===== src/rtl/bram_pkg.sv =====
// Shared BRAM geometry and fetch-FSM state encoding for the connected-domain filter.
package bram_pkg;

  localparam int unsigned BRAM_ADDR_W   = 13;
  localparam int unsigned BRAM_DATA_W   = 32;
  localparam int unsigned WORDS_PER_ROW = 16;
  localparam int unsigned ROW_W         = 512;
  localparam int unsigned ROW_IDX_W     = 9;

  typedef enum logic [1:0] {
    IDLE = 2'd0,
    REQ  = 2'd1,
    GAP  = 2'd2,
    DONE = 2'd3
  } state_e;

endpackage


===== src/rtl/bram_row_fetcher.sv =====
// Reads one 512-pixel row as 16 BRAM words over the trig/done handshake
// and publishes it as a complete 512-bit vector; aborts on a silent responder.
module bram_row_fetcher
  import bram_pkg::*;
#(
  parameter int unsigned TIMEOUT_CYC = 255
) (
  input  logic                   i_clk,
  input  logic                   i_rstn,
  input  logic                   i_start,
  input  logic [ROW_IDX_W-1:0]   i_row,
  output logic [BRAM_ADDR_W-1:0] o_bram_addr,
  output logic                   o_bram_trig,
  input  logic [BRAM_DATA_W-1:0] i_bram_data,
  input  logic                   i_bram_done,
  output logic [ROW_W-1:0]       o_row_data,
  output logic                   o_row_valid,
  output logic                   o_busy,
  output logic                   o_err
);

  localparam int unsigned    TO_W   = $clog2(TIMEOUT_CYC + 1);
  localparam logic [TO_W-1:0] TO_MAX = TO_W'(TIMEOUT_CYC);

  state_e                 state_q,     state_d;
  logic [ROW_IDX_W-1:0]   row_q,       row_d;
  logic [3:0]             word_idx_q,  word_idx_d;
  logic [TO_W-1:0]        to_cnt_q,    to_cnt_d;
  logic [TO_W-1:0]        to_next;
  logic [3:0]             word_sel;
  logic [ROW_W-1:0]       staging_q,   staging_d;
  logic [ROW_W-1:0]       row_data_q,  row_data_d;
  logic                   row_valid_q, row_valid_d;
  logic                   trig_q,      trig_d;
  logic                   busy_q,      busy_d;
  logic                   err_q,       err_d;

  // Next-state and registered-output computation for the fetch sequence.
  always_comb begin
    state_d     = state_q;
    row_d       = row_q;
    word_idx_d  = word_idx_q;
    to_cnt_d    = to_cnt_q;
    staging_d   = staging_q;
    row_data_d  = row_data_q;
    row_valid_d = 1'b0;
    err_d       = 1'b0;
    to_next     = (to_cnt_q == TO_MAX) ? TO_MAX : to_cnt_q + 1'b1;
    word_sel    = ~word_idx_q;

    case (state_q)
      IDLE: begin
        if (i_start) begin
          row_d      = i_row;
          word_idx_d = '0;
          to_cnt_d   = '0;
          state_d    = REQ;
        end
      end
      REQ: begin
        if (i_bram_done) begin
          staging_d[word_sel*BRAM_DATA_W +: BRAM_DATA_W] = i_bram_data;
          if (word_idx_q == 4'd15) begin
            // Publish on entry to DONE so o_row_data and o_row_valid
            // appear together in the DONE cycle.
            row_data_d  = staging_d;
            row_valid_d = 1'b1;
            state_d     = DONE;
          end else begin
            word_idx_d = word_idx_q + 4'd1;
            state_d    = GAP;
          end
        end else begin
          to_cnt_d = to_next;
          if (to_next == TO_MAX) begin
            err_d   = 1'b1;
            state_d = IDLE;
          end
        end
      end
      GAP: begin
        to_cnt_d = '0;
        state_d  = REQ;
      end
      DONE: begin
        state_d = IDLE;
      end
      default: state_d = IDLE;
    endcase

    trig_d = (state_d == REQ);
    busy_d = (state_d != IDLE);
  end

  // State and output registers, cleared asynchronously so a reset aborts a fetch at once.
  always_ff @(posedge i_clk or negedge i_rstn) begin
    if (!i_rstn) begin
      state_q     <= IDLE;
      row_q       <= '0;
      word_idx_q  <= '0;
      to_cnt_q    <= '0;
      staging_q   <= '0;
      row_data_q  <= '0;
      row_valid_q <= 1'b0;
      trig_q      <= 1'b0;
      busy_q      <= 1'b0;
      err_q       <= 1'b0;
    end else begin
      state_q     <= state_d;
      row_q       <= row_d;
      word_idx_q  <= word_idx_d;
      to_cnt_q    <= to_cnt_d;
      staging_q   <= staging_d;
      row_data_q  <= row_data_d;
      row_valid_q <= row_valid_d;
      trig_q      <= trig_d;
      busy_q      <= busy_d;
      err_q       <= err_d;
    end
  end

  assign o_bram_addr = {row_q, word_idx_q};
  assign o_bram_trig = trig_q;
  assign o_row_data  = row_data_q;
  assign o_row_valid = row_valid_q;
  assign o_busy      = busy_q;
  assign o_err       = err_q;

endmodule

===== config.mk =====
export PLATFORM = sky130hd
export DESIGN_NAME = bram_row_fetcher
export DESIGN_NICKNAME = d
export VERILOG_FILES = /design/src/rtl/bram_pkg.sv /design/src/rtl/bram_row_fetcher.sv
export SDC_FILE = /design/constraint.sdc
export NUM_CORES = 2
export LEC_CHECK = 0
export ABC_CLOCK_PERIOD_IN_PS = 7800
export BUFFER_PORTS_ARGS = -buffer_cell sky130_fd_sc_hd__buf_4
export CORE_MARGIN = 5
export CORE_UTILIZATION = 40
export CTS_CLUSTER_DIAMETER = 120
export DETAILED_ROUTE_END_ITERATION = 7
export SYNTH_ARGS = -nofsm -noshare
export SYNTH_HDL_FRONTEND = slang
export SYNTH_SLANG_ARGS = --single-unit

===== constraint.sdc =====
create_clock -name i_clk -period 7.8 [get_ports i_clk]
set_input_delay 0.78 -clock i_clk [delete_from_list [all_inputs] [get_ports i_clk]]
set_output_delay 0.78 -clock i_clk [all_outputs]
set_load 0.1 [all_outputs]

=== Word level (Yosys, flattened, before mapping) ===
Index checks and enable logic that the tools add are counted.

* $add $sub $neg: 3
* $mul: 0
* Div/mod/pow operators: 0
* $lt $le $gt $ge: 0
* Eq/ne operators: 11
* Shift operators: 2
* Multiplexer cells: 20
* Bitwise logic cells: 1
* Reduce and logical (&&, ||, !) cells: 9

{| class="wikitable"
|+ Operators by type and width
! cell !! count
|-
| $bwmux 512 || 1
|-
| $shift 32x34->512 const A || 1
|-
| $shiftx 32x34->512 || 1
|-
| $neg 9->34 || 1
|-
| $mux 8 || 3
|-
| $pmux 8 s3 || 1
|-
| $eq 8x8->1 const B || 2
|-
| $mux 4 || 3
|-
| $add 8x1->8 const B || 1
|-
| $ne 2x2->1 const B || 4
|-
| $pmux 2 s4 || 1
|-
| $pmux 4 s2 || 1
|-
| $mux 1 || 7
|-
| $mux 2 || 3
|-
| $reduce_and 3->1 || 2
|-
| $add 4x1->4 const B || 1
|-
| $eq 2x1->1 const B || 2
|-
| $eq 2x2->1 const B || 2
|-
| $eq 4x4->1 const B || 1
|-
| $not 4->4 || 1
|-
| $reduce_and 2->1 || 2
|-
| $reduce_and 4->1 || 1
|-
| $reduce_bool 2->1 || 2
|-
| $reduce_bool 3->1 || 1
|-
| $logic_not 2->1 || 1
|}

* Flip-flop bits (word level): 1051
* Latch bits: 0
* RAM bits: 0
* Memory bits (read-only): 0
* Output and inout bits: 529
* Logic and storage cells: 56
* Memories: 0

=== Depth between registers and ports, before layout ===
* Depth after elaboration: 7
* Gate-level depth with buffers: 11
* Depth with buffers taken out: 6

=== Worst setup path before layout ===
OpenSTA, ideal clock, no wires.

* Path kind: register to register
* Start: register word_idx_q[2]
* End: register row_data_q[307] (netlist: o_row_data[307])
* Library setup time: 135 ps
* Data arrival time: 2987 ps
* Data required time: 7665 ps
* Path slack: 4678 ps
* Cell stages (with the launch flop): 10
* Path buffers: 4
* Period minus slack after synthesis: 3122 ps
* Cells stage by stage: dfrtp_1 -> buf_4 -> and3_1 -> ha_1 -> clkbuf_1 -> buf_2 -> nor4_4 -> buf_4 -> mux2i_1 -> o21ai_0

* Cells in the longest elaborated chain, start to end: 4

{| class="wikitable"
|+ RTL lines
! item !! RTL line !! RTL
|-
| from (decl) || bram_row_fetcher.sv:27 || <nowiki>logic [3:0] word_idx_q, word_idx_d;</nowiki>
|-
| from (signal assigned) || bram_row_fetcher.sv:111 || <nowiki>word_idx_q <= word_idx_d;</nowiki>
|-
| $not 4->4 || bram_row_fetcher.sv:49 || <nowiki>word_sel = ~word_idx_q;</nowiki>
|-
| $neg 9->34 || bram_row_fetcher.sv:62 || <nowiki>staging_d[word_sel*BRAM_DATA_W +: BRAM_DATA_W] = i_bram_data;</nowiki>
|-
| $shiftx 32x34->512 or $shift 32x34->512 (tied branches) || bram_row_fetcher.sv:62 ||
|-
| $bwmux 512 || bram_row_fetcher.sv:62 ||
|-
| to (signal assigned) || bram_row_fetcher.sv:114 || <nowiki>row_data_q <= row_data_d;</nowiki>
|-
| to (decl) || bram_row_fetcher.sv:32 || <nowiki>logic [ROW_W-1:0] row_data_q, row_data_d;</nowiki>
|}

Several ways; a longest one is shown, not always the timed one.
A chain may end at the register's enable or synchronous reset.

=== Worst setup path after layout ===
* Start: register word_idx_q[0]
* End: register row_data_q[186] (netlist: o_row_data[186])

The elaborated chain is that of the path after synthesis.

==> results by group <==
Worst setup path
  – Crit end category: flip-flop
  – Worst R2R Setup Slack: between 2 and 3 ns
  – Critical path class: reg2reg
  – WP data required: 8.31 ns
  – R2r startpoint: word_idx_q[0]
  – Startpoint Class: flip-flop
  – Critical Path Source: word_idx_q[0]
  – Worst r2r dst: o_row_data[186]
  – Worst-case reg-to-reg path depth: 7
  – CP arrival: 5.38 ns
  – CP Max Fanout: 272

Logic synthesis
  – Synth warnings: 0
  – Register area share after synthesis: 59.8%
  – #FFs+latches synth: around 1.1k
  – Yosys top cell area share: 59.8%
  – Top cells by count, synth: 1051 x dfrtp_1, 755 x nand2_1, 474 x mux2_2
  – Avg Synthesized Cell Area: 11.7 sq um
  – Area of the mapped netlist: 44000 sq um
  – Post-synth top flop: dfrtp_1
  – Syn_nets: 3809
  – Netlist cell types: 52
  – Synth area leaders: dfrtp_1 60%, mux2_2 12%, mux2i_1 7.2%, nand2_1 6.4%, o21ai_0 2.8%
  – Asr flop ratio synth: 100%
  – Leading area contributor after synthesis: dfrtp_1
  – Most common cell in the netlist: dfrtp_1
  – Gate Count Post-Synth: 3761
  – Number of enable flip-flop cells after synthesis: 0

Pwr
  – Share of total power in the clock network: 37.8%
  – Sw Share: 30.9%
  – Tot Pwr: 14.4 mW
  – Internal: 9.96 mW
  – Combinational power share: between 10% and 20%
  – Leakage: 26.5 nW
  – Reg power frac: 43.0%
  – P_sw: approximately 4.4 mW
  – Worst VDD drop: 0.000180 V
  – Pwr dens: ~270 nW/um^2

Global route
  – First-pass GRT wire length: 198000 um
  – Overflow after GRT: 0
  – Antenna violations before repair: 8
  – Total GRT Usage: between 20 and 25%
  – Largest net degree at the start of global routing: 273
  – Vias in the first global route: between 20k and 30k

Floorplanning
  – Initial Util: between 40 and 50%
  – Die Y: 342 um
  – Die ar.: around 120000 sq um
  – Die X: 342 um
  – Core ar.: approximately 110000 sq um
  – Row Count: about 120
  – IO Count: 574

Clocking
  – CTS Buffer Depth: 3
  – Htree depth: 3
  – Setup Buffers After CTS: 0
  – Post-CTS Hold Buffers: 0
  – CTS resizes: 0
  – Clock Latency Late Sink: 0.69 ns
  – CTS tree: built
  – Num CTS Buffers: 112
  – Worst-path clk slew: 0.06 ns
  – Sink Count: about 1.1k
  – Root buf cell: clkbuf_16

STA
  – Setup Viol. Count Final: 0
  – Max-slew violations: 0
  – Slew HR: 10.7%
  – Final setup TNS: 0 ns
  – RSZ-0062 raised after global routing: false
  – Fin. Hold Viols: 0
  – Max Clock Skew: 0.0158 ns
  – Final period util: 62.4%
  – Worst-margin pin slew: 1.34 ns
  – Hold WS: roughly 0.076 ns
  – Minimum clock period: 4.87 ns
  – Achievable Freq: just over 200 MHz

Finish
  – Share of layout cells above drive strength 1: 30.4%
  – Final core occ: 48.6%
  – Area delta synth->final: 20.4%
  – # fillers: between 10k and 15k
  – Layout Nets: 4244

Detailed routing
  – Via count: 29.5k
  – Routed wire per std cell: around 23 um
  – DRT Pass-1 Iters: 5
  – Remaining antenna violation count: 0
  – Total Routed Length: 132000 um
  – Iteration-0 DRC Markers: 2042
  – DR vias/cell: 5.16
  – # DRC: 0

Placement
  – Detailed Place HPWL: 88000 um
  – GP Congestion: 0.811
  – Port bufs: 573

Hold path
  – Worst Hold Class: in2async

Outcome
  – Status: finished clean

Flow run
  – Maxcap violations: 0
==> power by group through the flow <==
stage | combinational (mW) | clock (mW) | sequential, mW
5_1_grt | 2.98 | 5.80 | 6.24
3_3_place_gp | 2.76 | 0 | 6.27
3_5_place_dp | 2.79 | 0 | 6.29
6_report | 2.76 | 5.45 | 6.19
2_1_floorplan | 1.67 | 0 | 6.39
4_1_cts | 2.80 | 5.59 | 6.19
==> cells in the final DEF, fill, tap and decap left out, types with 16 or more instances in the layout <==
master	instances
clkbuf_8	29
mux2_1	32
buf_4	599
clkbuf_1	29
dfrtp_1	1050
clkinv_2	16
clkbuf_16	114
nor3b_1	60
nand2b_1	36
o21ai_0	250
and2_1	40
o21ai_1	83
a21oi_1	69
mux2_2	474
nor3_1	16
nor2_1	195
mux2i_1	315
nand2_1	749
==> area by class of cell <==
cell class                 instances  area, sq um  share of cell area, %
sequential                      1051        26300                   49.6
multi-input combinational       2416        16400                   30.9
timing repair buffer             610         4710                   8.89
clock buffer                     172         3360                   6.34
tap                             1414         1770                   3.34
clock inverter                    36          428                  0.808
inverter                           5         26.3                 0.0496
antenna                            9         22.5                 0.0425
==> routing by layer <==
metal | vias to the layer above | GRT usage (%) | wire (um)
li1 | 13600 | - | -
met1 | 15000 | 31.1 | 59800
met2 | 673 | 34.6 | 59700
met3 | 203 | 4.65 | 7590
met4 | 2 | 8.76 | 5390
met5 | - | 0 | 15
==> how the worst max path moves through the flow <==
| stage | cells after the start | to | slack [ns] |
|---|---|---|---|
| final | 7 | o_row_data[186] | 2.93 |
| after global routing | 7 | o_row_data[110] | 2.58 |
| after CTS | 7 | o_row_data[231] | 3.10 |
| after detailed placement | 7 | o_row_data[231] | 3.08 |
| after global placement | 7 | o_row_data[288] | 3.21 |
| after floorplan | 9 | o_row_data[307] | 4.68 |
==> cell families (layout without fill, tap and decap cells) <==
| logic type | count (synthesis) | in the layout | share of synthesized area, % |
|---|---|---|---|
| fa+ha+maj | 3 | 3 | 0.0853 |
| simple gates | 1155 | 1155 | 11.3 |
| buf+inv | 294 | 823 | 3.21 |
| flops | 1051 | 1051 | 59.8 |
| other cells | 0 | 9 | 0 |
| compound gates | 434 | 434 | 5.38 |
| xor+xnor | 3 | 3 | 0.0768 |
| mux | 821 | 821 | 20.1 |
==> registers in the layout, summed over array words and instances, names as in the netlist <==
name / flops
row_q: 9
o_busy: 1
state_q: 2
o_err: 1
o_row_valid: 1
o_bram_trig: 1
staging_q: 512
o_row_data: 512
word_idx_q: 4
to_cnt_q: 8
==> critical path, stage by stage, from the launching register on <==
cell and delay, ns:
dfrtp_4 0.76, ha_1 0.55, and3_1 0.33, nand2_4 0.11
buf_4 0.64, buf_12 0.68, buf_12 0.64, o21ai_0 0.25
==> metrics by stage <==
step	setup slack [ns]	std cells	cell area (sq um)
after floorplan	4.68	3761	44000
after global placement	3.21	5496	49200
after detailed placement	3.08	5496	49200
after CTS	3.10	5704	53000
after global routing	2.58	5704	53000
final	2.93	5713	53000
(Power assumes the default switching activity.)
